<file path="config.mk">
export PLATFORM = sky130hd
export DESIGN_NAME = mux4_rr_arbiter
export DESIGN_NICKNAME = d
export VERILOG_FILES = /design/src/rtl/mux4_arb_pkg.sv /design/src/rtl/rr_pick4.sv /design/src/rtl/mux4_rr_arbiter.sv
export SDC_FILE = /design/constraint.sdc
export NUM_CORES = 1
export LEC_CHECK = 0
export CORE_MARGIN = 2
export CORE_UTILIZATION = 50
export DETAILED_ROUTE_END_ITERATION = 8
export PLACE_DENSITY = 0.75
export SLEW_MARGIN = 15
export SYNTH_ARGS = -nofsm -noshare
export SYNTH_HDL_FRONTEND = slang
export SYNTH_HIERARCHICAL = 1
export SYNTH_SLANG_ARGS = --single-unit
</file>
<file path="constraint.sdc">
create_clock -name clk -period 5.3 [get_ports clk]
set_input_delay 1.06 -clock clk [delete_from_list [all_inputs] [get_ports clk]]
set_output_delay 1.06 -clock clk [all_outputs]
set_load 0.02 [all_outputs]
</file>
<file path="src/rtl/mux4_arb_pkg.sv">
// Shared types and constants for the 4-lane round-robin mux arbiter.
package mux4_arb_pkg;

    localparam int unsigned NUM_LANES = 4;

    typedef logic [1:0] lane_idx_t;

    typedef enum logic [1:0] {
        IDLE,
        TURN,
        GRANT
    } arb_state_t;

    // One-hot lane decode used for the grant vector.
    function automatic logic [NUM_LANES-1:0] lane_onehot(input lane_idx_t idx);
        return 4'b0001 << idx;
    endfunction

endpackage

</file>
<file path="src/rtl/rr_pick4.sv">
// Combinational round-robin picker: first requesting lane after ptr, wrapping to ptr itself.
module rr_pick4
    import mux4_arb_pkg::*;
(
    input  logic [3:0] req,
    input  logic [1:0] ptr,
    output logic       any,
    output logic [1:0] win
);

    lane_idx_t idx;

    // Scan ptr+1, ptr+2, ptr+3, ptr and keep the first hit.
    always_comb begin
        any = 1'b0;
        win = ptr;
        idx = ptr;
        for (int k = 1; k <= NUM_LANES; k++) begin
            idx = ptr + lane_idx_t'(k);
            if (!any && req[idx]) begin
                any = 1'b1;
                win = idx;
            end
        end
    end

endmodule

</file>
<file path="src/rtl/mux4_rr_arbiter.sv">
// Round-robin sequencer for a shared 4:1 mux with a select turnaround guard.
// Optional macro MUX4_ARB_LOCK_EN adds a lock input that suppresses the MAX_HOLD release.
module mux4_rr_arbiter
    import mux4_arb_pkg::*;
#(
    parameter int unsigned TURN_CYCLES = 1,
    parameter int unsigned MAX_HOLD    = 4
) (
    input  logic       clk,
    input  logic       rst_n,
    input  logic [3:0] req,
    input  logic [3:0] din,
    output logic [1:0] sel,
    output logic [3:0] gnt,
    output logic       dout,
    output logic       dout_vld,
    output logic       busy
`ifdef MUX4_ARB_LOCK_EN
    ,
    input  logic       lock
`endif
);

    localparam logic [2:0] TurnLast = 3'((TURN_CYCLES == 0) ? 0 : TURN_CYCLES - 1);
    localparam logic [7:0] HoldLast = 8'(MAX_HOLD - 1);

    arb_state_t state_q, state_d;
    lane_idx_t  sel_q, sel_d;
    lane_idx_t  ptr_q, ptr_d;
    logic [7:0] hold_q, hold_d;
    logic [2:0] turn_q, turn_d;
    logic       dout_q;
    logic       dout_vld_q;

    logic       lock_act;
    logic       pick_any;
    lane_idx_t  pick_win;
    lane_idx_t  pick_ptr;
    logic       release_now;

`ifdef MUX4_ARB_LOCK_EN
    assign lock_act = lock;
`else
    assign lock_act = 1'b0;
`endif

    // On a release the pointer is about to become sel, so pick against sel directly.
    assign pick_ptr = (state_q == GRANT) ? sel_q : ptr_q;

    rr_pick4 u_pick (
        .req (req),
        .ptr (pick_ptr),
        .any (pick_any),
        .win (pick_win)
    );

    // State and datapath registers, all cleared asynchronously.
    always_ff @(posedge clk or negedge rst_n) begin
        if (!rst_n) begin
            state_q    <= IDLE;
            sel_q      <= '0;
            ptr_q      <= 2'd3;
            hold_q     <= '0;
            turn_q     <= '0;
            dout_q     <= 1'b0;
            dout_vld_q <= 1'b0;
        end else begin
            state_q <= state_d;
            sel_q   <= sel_d;
            ptr_q   <= ptr_d;
            hold_q  <= hold_d;
            turn_q  <= turn_d;
            if (state_q == GRANT) begin
                dout_q     <= din[sel_q];
                dout_vld_q <= 1'b1;
            end else begin
                dout_vld_q <= 1'b0;
            end
        end
    end

    // Next-state logic: pick on IDLE, guard in TURN, tenure limit and re-pick in GRANT.
    always_comb begin
        state_d     = state_q;
        sel_d       = sel_q;
        ptr_d       = ptr_q;
        hold_d      = hold_q;
        turn_d      = turn_q;
        release_now = !req[sel_q] || ((hold_q == HoldLast) && !lock_act);
        unique case (state_q)
            IDLE: begin
                if (pick_any) begin
                    sel_d   = pick_win;
                    turn_d  = '0;
                    hold_d  = '0;
                    state_d = (TURN_CYCLES == 0) ? GRANT : TURN;
                end
            end
            TURN: begin
                turn_d = turn_q + 3'd1;
                if (!req[sel_q]) begin
                    state_d = IDLE;
                end else if (turn_q == TurnLast) begin
                    state_d = GRANT;
                    hold_d  = '0;
                end
            end
            GRANT: begin
                if (release_now) begin
                    ptr_d  = sel_q;
                    hold_d = '0;
                    if (!pick_any) begin
                        state_d = IDLE;
                    end else if (pick_win != sel_q) begin
                        sel_d   = pick_win;
                        turn_d  = '0;
                        state_d = (TURN_CYCLES == 0) ? GRANT : TURN;
                    end
                    // Sole requester keeps the select, so no turnaround is needed.
                end else begin
                    // Saturate only matters while lock holds the tenure open.
                    hold_d = (hold_q == HoldLast) ? hold_q : hold_q + 8'd1;
                end
            end
            default: state_d = IDLE;
        endcase
    end

    // Outputs: grant only in GRANT, busy whenever the mux is claimed.
    always_comb begin
        gnt      = (state_q == GRANT) ? lane_onehot(sel_q) : 4'b0000;
        busy     = (state_q != IDLE);
        sel      = sel_q;
        dout     = dout_q;
        dout_vld = dout_vld_q;
    end

endmodule

</file>
# Yosys cells after proc, flatten, opt, wreduce, memory -nomap -nowiden
# Index checks and enable logic that the tools add are counted.
[word_totals] reg_bits=19 latch_bits=0 mem_bits_rw=0 rom_bits=0 output_inout_bits=9 n_memories=0
[classes] addsub=5 multipliers=0 n_div=0 magnitude_cmp=5 n_eq_ne=13 n_shift=1 mux=46 bitwise=0 n_reduce_logical=18
[ops] op="2-to-1 mux 8 bit" n=5
[ops] op="2-to-1 mux 2 bit" n=15
[ops] op="one-hot mux 8 bit (3 select lines)" n=1
[ops] op="less-than comparator 2 x 3 -> 1 bit (second input constant)" n=5
[ops] op="AND reduction 5 bit" n=3
[ops] op="binary-select mux 1 bit (select 2 bit)" n=6
[ops] op="2-to-1 mux 3 bit" n=4
[ops] op="2-to-1 mux 1 bit" n=11
[ops] op="!= test 2 bit (second input constant)" n=5
[ops] op="one-hot mux 3 bit (3 select lines)" n=1
[ops] op="adder 8 x 1 -> 8 bit (second input constant)" n=1
[ops] op="equality test 8 x 2 -> 1 bit (second input constant)" n=1
[ops] op="!= test 3 bit (second input constant)" n=2
[ops] op="one-hot mux 2 bit (3 select lines)" n=1
[ops] op="adder 2 bit (second input constant)" n=2
[ops] op="zero test 1 bit" n=4
[ops] op="2-to-1 mux 4 bit" n=1
[ops] op="one-hot mux 2 bit (2 select lines)" n=1
[ops] op="AND reduction 4 bit" n=1
[ops] op="nonzero test 2 bit" n=2
[ops] op="<< shifter 1 x 2 -> 4 bit (first input constant)" n=1
[ops] op="adder 3 x 1 -> 3 bit (second input constant)" n=1
[ops] op="logical AND 1 bit" n=3
[ops] op="zero test 3 bit" n=1
[ops] op="other kinds (10)" n=10

# Longest topological paths before layout
[logic_depth] ltp_word=20 mapped_depth=13

# By module
# Netlist, hierarchy kept.
[by_module_without_submodules] module="mux4_rr_arbiter" instances=1 cells_per_inst=117 area_per_inst_um2=1162.4 seq_area_each_um2=478.0
[by_module_without_submodules] module="rr_pick4" instances=1 cells_per_inst=14 area_per_inst_um2=82.6 seq_area_each_um2=0.0

# Worst setup path after synthesis
# No wires, ideal clock.
[synth_timing] kind="register to output" startpoint="register sel_q[0], in the netlist sel[0]" endpoint="output port gnt[1]" arrival_time_ps=1368 required_time_ps=4240 path_slack_ps=2872 stages_incl_launch_ff=3 path_buffers=1 cell_sequence="dfrtp_1 > buf_1 > nor3b_1"
[synth_via] elab_chain_len=2
[synth_lines] element="start: declaration" line_no="mux4_rr_arbiter.sv:28" text="lane_idx_t sel_q, sel_d;"
[synth_lines] element="start signal: assignment" line_no="mux4_rr_arbiter.sv:69" text="sel_q <= sel_d;"
[synth_lines] element="<< shifter 1 x 2 -> 4 bit" line_no="mux4_arb_pkg.sv:16" text="return 4'b0001 << idx;"
[synth_lines] element="2-to-1 mux 4 bit" line_no="mux4_rr_arbiter.sv:131" text="gnt = (state_q == GRANT) ? lane_onehot(sel_q) : 4'b0000;"
[synth_lines] element="end: declaration" line_no="mux4_rr_arbiter.sv:14" text="output logic [3:0] gnt,"
# No other way between the ends.

# Worst setup path after layout
[layout_timing] startpoint="register state_q[0]" endpoint="output port gnt[3]"
[layout_via] elab_chain_len=2
[layout_lines] element="start: declaration" line_no="mux4_rr_arbiter.sv:27" text="arb_state_t state_q, state_d;"
[layout_lines] element="start signal: assignment" line_no="mux4_rr_arbiter.sv:68" text="state_q <= state_d;"
[layout_lines] element="equality test 2 bit" line_no="mux4_rr_arbiter.sv:131"
[layout_lines] element="2-to-1 mux 4 bit" line_no="mux4_rr_arbiter.sv:131"
# No other way between the ends.

==> metrics.txt <==
# TYPE chip_impl_metric gauge
chip_impl_info{name="outcome",value="complete, no violations"} 1
chip_impl_metric{name="ctsLongestPathBuffers",unit=""} 2
chip_impl_metric{name="power.switching_fraction",unit=""} 0.4195
chip_impl_metric{name="maxSlewViolCount",unit=""} 0
chip_impl_info{name="synth_area_leader_cell",value="sky130_fd_sc_hd__dfrtp_1"} 1
chip_impl_metric{name="cp.buffers_inverters",unit=""} 3
chip_impl_metric{name="fin_crit_sh",unit=""} 0.6358
chip_impl_info{name="holdCritPathClass",value="reg -> reg"} 1
chip_impl_metric{name="max-vdd-ir-drop",unit="mV"} 0.2218
chip_impl_metric{name="share_comb_of_total_power",unit=""} 0.525
chip_impl_info{name="crit_path_cell_trace",value="inv_1 -> nand2_1 -> clkinv_1 -> and3_1 -> clkdlybuf4s50_1"} 1
chip_impl_metric{name="post_cts_gate_resize_count",unit=""} 0
chip_impl_metric{name="max-cap-violations",unit=""} 0
chip_impl_metric{name="vias_per_cell",unit=""} 5.787
chip_impl_info{name="startpoint_type",value="register"} 1
chip_impl_metric{name="multi_input_comb_area",unit="um2"} 714.4
chip_impl_metric{name="antenna_found_initial",unit=""} 0
chip_impl_metric{name="critPathMaxStageDelay",unit="ns"} 0.53
chip_impl_metric{name="grt_first_pass_wirelength",unit="um"} 4271
chip_impl_metric{name="worst-endpoint-arrival",unit="ns"} 2.31
chip_impl_metric{name="rows",unit=""} 18
chip_impl_metric{name="synth_seq_area_share",unit=""} 0.3839
chip_impl_metric{name="cellInternalPower",unit="mW"} 0.4059
chip_impl_metric{name="total_leakage_power",unit="nW"} 0.6183
chip_impl_metric{name="globalRouteTotalUtil",unit=""} 0.2083
chip_impl_metric{name="period_needed",unit="ns"} 3.370
chip_impl_info{name="tritoncts",value="yes"} 1
chip_impl_metric{name="worst_setup_hold_path_clk_slew",unit="ns"} 0.11
chip_impl_metric{name="fp.dieH",unit="um"} 53.90
chip_impl_info{name="cpMaxStageDelayCell",value="sky130_fd_sc_hd__clkdlybuf4s50_1"} 1
chip_impl_metric{name="totalNegativeSetupSlack",unit="ns"} 0
chip_impl_metric{name="syn_nets",unit=""} 144
chip_impl_metric{name="initial_core_util",unit=""} 0.5166
chip_impl_metric{name="finalCoreUtilization",unit=""} 0.6070
chip_impl_metric{name="synth_cell_type_count",unit=""} 41
chip_impl_metric{name="dp.final_hpwl",unit="um"} 1890
chip_impl_metric{name="total_switching_power",unit="mW"} 0.2934
chip_impl_metric{name="grt_overflow_total",unit=""} 0
chip_impl_metric{name="number_of_routed_nets_with_antenna_violations",unit=""} 0
chip_impl_metric{name="worst_ep_required_time",unit="ns"} 4.24
chip_impl_metric{name="post_synthesis_sequential_element_count",unit=""} 19
chip_impl_metric{name="critPathMaxFanout",unit=""} 9
chip_impl_metric{name="global_route.usage.met3",unit=""} 0.03333
chip_impl_metric{name="fmax",unit="GHz"} 0.2968
chip_impl_metric{name="grt_pass1_vias",unit=""} 979
chip_impl_info{name="yosys-top-cells-area",value="sky130_fd_sc_hd__dfrtp_1 (34%), sky130_fd_sc_hd__mux2_2 (5.4%), sky130_fd_sc_hd__nand2_1 (5.1%)"} 1
chip_impl_metric{name="synth_top_area_share",unit=""} 0.3417
chip_impl_metric{name="postCtsHoldBufs",unit=""} 0
chip_impl_metric{name="area_delta_synth_final",unit="%"} 17.49
chip_impl_metric{name="post-route-drc-count",unit=""} 0
chip_impl_metric{name="fin_worst_hold_slack",unit="ns"} 0.4873
chip_impl_metric{name="cts_num_sinks",unit=""} 19
chip_impl_metric{name="drc_marker_count_from_the_first_detailed_route_iteration",unit=""} 23
chip_impl_metric{name="place.gp.congestion",unit=""} 0.7659
chip_impl_metric{name="finalSetupViolations",unit=""} 0
chip_impl_info{name="grt_setup_unrepaired",value="no"} 1
chip_impl_metric{name="clockPowerShare",unit=""} 0.107
chip_impl_metric{name="chipWidth",unit="um"} 53.90
chip_impl_metric{name="drt_first_pass_iters",unit=""} 4
chip_impl_metric{name="worst-slew-pin-transition",unit="ns"} 0.8631
chip_impl_metric{name="fraction_of_layout_instances_using_a_drive_strength_above_1",unit=""} 0.1216
chip_impl_metric{name="syn_inst",unit=""} 131
chip_impl_metric{name="syn_avg_cell_area",unit="um2"} 9.503
chip_impl_info{name="crit_family",value="buffers and inverters"} 1
chip_impl_metric{name="fillerInstances",unit=""} 198
chip_impl_metric{name="insertedDiodeCount",unit=""} 0
chip_impl_metric{name="top_level_ports",unit=""} 19
chip_impl_metric{name="fin_nets",unit=""} 162
chip_impl_info{name="root_buffer",value="sky130_fd_sc_hd__clkbuf_4"} 1
chip_impl_info{name="cp-end-kind",value="output port"} 1
chip_impl_info{name="criticalPathCategory",value="reg -> out"} 1
chip_impl_metric{name="clk-insertion-delay-late",unit="ns"} 0.30
chip_impl_metric{name="io_buffers",unit=""} 18
chip_impl_metric{name="postCtsSetupBuffers",unit=""} 0
chip_impl_metric{name="via_count",unit=""} 1030
chip_impl_metric{name="core_box_area",unit="um2"} 2410
chip_impl_metric{name="synth_area",unit="um2"} 1245
chip_impl_metric{name="totalWireLength",unit="um"} 2574
chip_impl_metric{name="met2_usage",unit=""} 0.3394
chip_impl_metric{name="hold_violations",unit=""} 0
chip_impl_metric{name="fp.dieArea",unit="um2"} 2905
chip_impl_metric{name="final-seq-area",unit="um2"} 478.0
chip_impl_info{name="grt-busiest-layer",value="met2"} 1
chip_impl_metric{name="h-tree-depth",unit=""} 1
chip_impl_metric{name="seq_power_share",unit=""} 0.368
chip_impl_metric{name="grt_max_degree",unit=""} 20
chip_impl_metric{name="power-per-cell-area",unit="nW/um2"} 478.1
chip_impl_metric{name="routedWlPerCell",unit="um"} 14.46
chip_impl_metric{name="ys.warnings.count",unit=""} 6
chip_impl_metric{name="cts_made_buffers",unit=""} 3
chip_impl_metric{name="use_met1",unit=""} 0.2674
chip_impl_metric{name="slew-limit-headroom",unit=""} 0.4228
chip_impl_metric{name="final.setup_skew",unit="ns"} 0.001232
## through the flow
| step | instance area (um2) | total power [mW] | cells | worst slack [ns] |
|---|---|---|---|---|
| finish | 1463 | 0.6993 | 178 | 1.930 |
| global route | 1463 | 0.7593 | 178 | 1.704 |
| CTS | 1463 | 0.7050 | 178 | 1.914 |
| detailed placement | 1436 | 0.6302 | 174 | 2.250 |
| global placement | 1436 | 0.6149 | 174 | 2.320 |
| floorplan | 1245 | 0.5303 | 131 | 2.872 |
## flip-flops by register name, summed over array words and instances, names as in the netlist
name      count
hold_q        8
turn_q        3
ptr_q         2
sel           2
state_q       2
dout          1
dout_vld      1
## layout make-up
type                    count  area share
multi-input cells         100      0.4885
flip-flops and latches     19      0.3268
repair buffers             18      0.1232
well taps                  30     0.02566
clock buffers               4     0.01796
inverters                   7     0.01796
## worst paths after layout
| check | depth (start not counted) | from | to | slack, ns |
|---|---|---|---|---|
| min in group asynchronous | 1 | rst_n | dout_vld$_DFF_PN0_ | 1.24 |
| max | 5 | state_q[0]$_DFFE_PN0P_ | gnt[3] | 1.93 |
| min | 2 | dout$_DFFE_PN0P_ | dout$_DFFE_PN0P_ | 0.49 |
| max reg2reg | 12 | state_q[0]$_DFFE_PN0P_ | turn_q[2]$_DFFE_PN0P_ | 2.40 |
| max in group asynchronous | 1 | rst_n | dout$_DFFE_PN0P_ | 3.53 |
| min reg2reg | 2 | dout$_DFFE_PN0P_ | dout$_DFFE_PN0P_ | 0.49 |
## per-layer routing
metal  up-vias  part of all wire
met4         0             0.012
met2        11              0.50
met3         4             0.018
li1        514                 -
met1       501              0.47
met5         -                 0
## synth_stat cells
master and count:
sky130_fd_sc_hd__o31a_1 1, sky130_fd_sc_hd__dfrtp_1 17, sky130_fd_sc_hd__o22a_1 1, sky130_fd_sc_hd__mux4_2 2, sky130_fd_sc_hd__a21o_1 1, sky130_fd_sc_hd__or4_4 1, sky130_fd_sc_hd__nor3_1 6, sky130_fd_sc_hd__o21ai_0 5
sky130_fd_sc_hd__or4_1 1, sky130_fd_sc_hd__and3_1 1, sky130_fd_sc_hd__a221o_2 1, sky130_fd_sc_hd__buf_1 1, sky130_fd_sc_hd__o22ai_1 3, sky130_fd_sc_hd__a221o_1 4, sky130_fd_sc_hd__or3b_1 1, sky130_fd_sc_hd__dfstp_2 2
sky130_fd_sc_hd__nor3b_1 1, sky130_fd_sc_hd__a31oi_1 2, sky130_fd_sc_hd__buf_4 2, sky130_fd_sc_hd__inv_1 6, sky130_fd_sc_hd__a22o_1 4, sky130_fd_sc_hd__a21oi_1 4, sky130_fd_sc_hd__o211ai_4 1, sky130_fd_sc_hd__mux2i_1 1
sky130_fd_sc_hd__xnor2_1 5, sky130_fd_sc_hd__or2_2 1, sky130_fd_sc_hd__nand4_1 1, sky130_fd_sc_hd__nand2_1 17, sky130_fd_sc_hd__mux2_1 2, sky130_fd_sc_hd__nor2b_1 2, sky130_fd_sc_hd__nand2b_1 5, sky130_fd_sc_hd__ha_1 3
sky130_fd_sc_hd__clkinv_1 1, sky130_fd_sc_hd__nor2_1 9, sky130_fd_sc_hd__mux2_2 6, sky130_fd_sc_hd__clkbuf_1 2, sky130_fd_sc_hd__a22oi_1 1, sky130_fd_sc_hd__a211o_1 1, sky130_fd_sc_hd__nand3_1 4, sky130_fd_sc_hd__o211ai_1 1
sky130_fd_sc_hd__nand3_2 1
## power groups by stage
| stage | clock (mW) | combinational (mW) | sequential, mW |
|---|---|---|---|
| after global placement | 0 | 0.358 | 0.257 |
| after floorplan | 0 | 0.294 | 0.237 |
| after CTS | 0.0781 | 0.371 | 0.256 |
| final | 0.0748 | 0.367 | 0.257 |
| after global routing | 0.0845 | 0.408 | 0.267 |
| after detailed placement | 0 | 0.370 | 0.260 |
## cells in the final DEF, fill, tap and decap left out, types with 2 or more instances in the layout
cell / n
sky130_fd_sc_hd__mux2_1: 2
sky130_fd_sc_hd__a21oi_1: 4
sky130_fd_sc_hd__xnor2_1: 5
sky130_fd_sc_hd__a22o_1: 4
sky130_fd_sc_hd__ha_1: 3
sky130_fd_sc_hd__nor2_1: 9
sky130_fd_sc_hd__nand2b_1: 5
sky130_fd_sc_hd__clkdlybuf4s50_1: 18
sky130_fd_sc_hd__mux4_2: 2
sky130_fd_sc_hd__nor3_1: 6
sky130_fd_sc_hd__nand2_1: 17
sky130_fd_sc_hd__inv_1: 6
sky130_fd_sc_hd__a31oi_1: 2
sky130_fd_sc_hd__a221o_1: 4
sky130_fd_sc_hd__nand3_1: 4
sky130_fd_sc_hd__dfstp_2: 2
sky130_fd_sc_hd__mux2_2: 6
sky130_fd_sc_hd__dfrtp_1: 17
sky130_fd_sc_hd__clkbuf_4: 3
sky130_fd_sc_hd__o22ai_1: 3
sky130_fd_sc_hd__o21ai_0: 5
sky130_fd_sc_hd__nor2b_1: 2
## tightest hold or removal path: stages, from the launching register on
cell and delay, ns:
sky130_fd_sc_hd__dfrtp_1 0.36, sky130_fd_sc_hd__nand2_1 0.05, sky130_fd_sc_hd__nand2_1 0.05
## logic make-up (layout without fill, tap and decap cells)
family                   after synthesis  count (layout)  synth area share
adder cells (fa/ha/maj)                3               3           0.03015
AND/OR/NAND/NOR                       51              51            0.2050
AO/OA/AOI/OAI                         30              30            0.1869
buffers and inverters                 12              29           0.04220
XOR/XNOR                               5               5           0.03517
multiplexers                          11              11            0.1166
flip-flops                            19              19            0.3839
No activity file was read; power rests on OpenSTA's default activity.
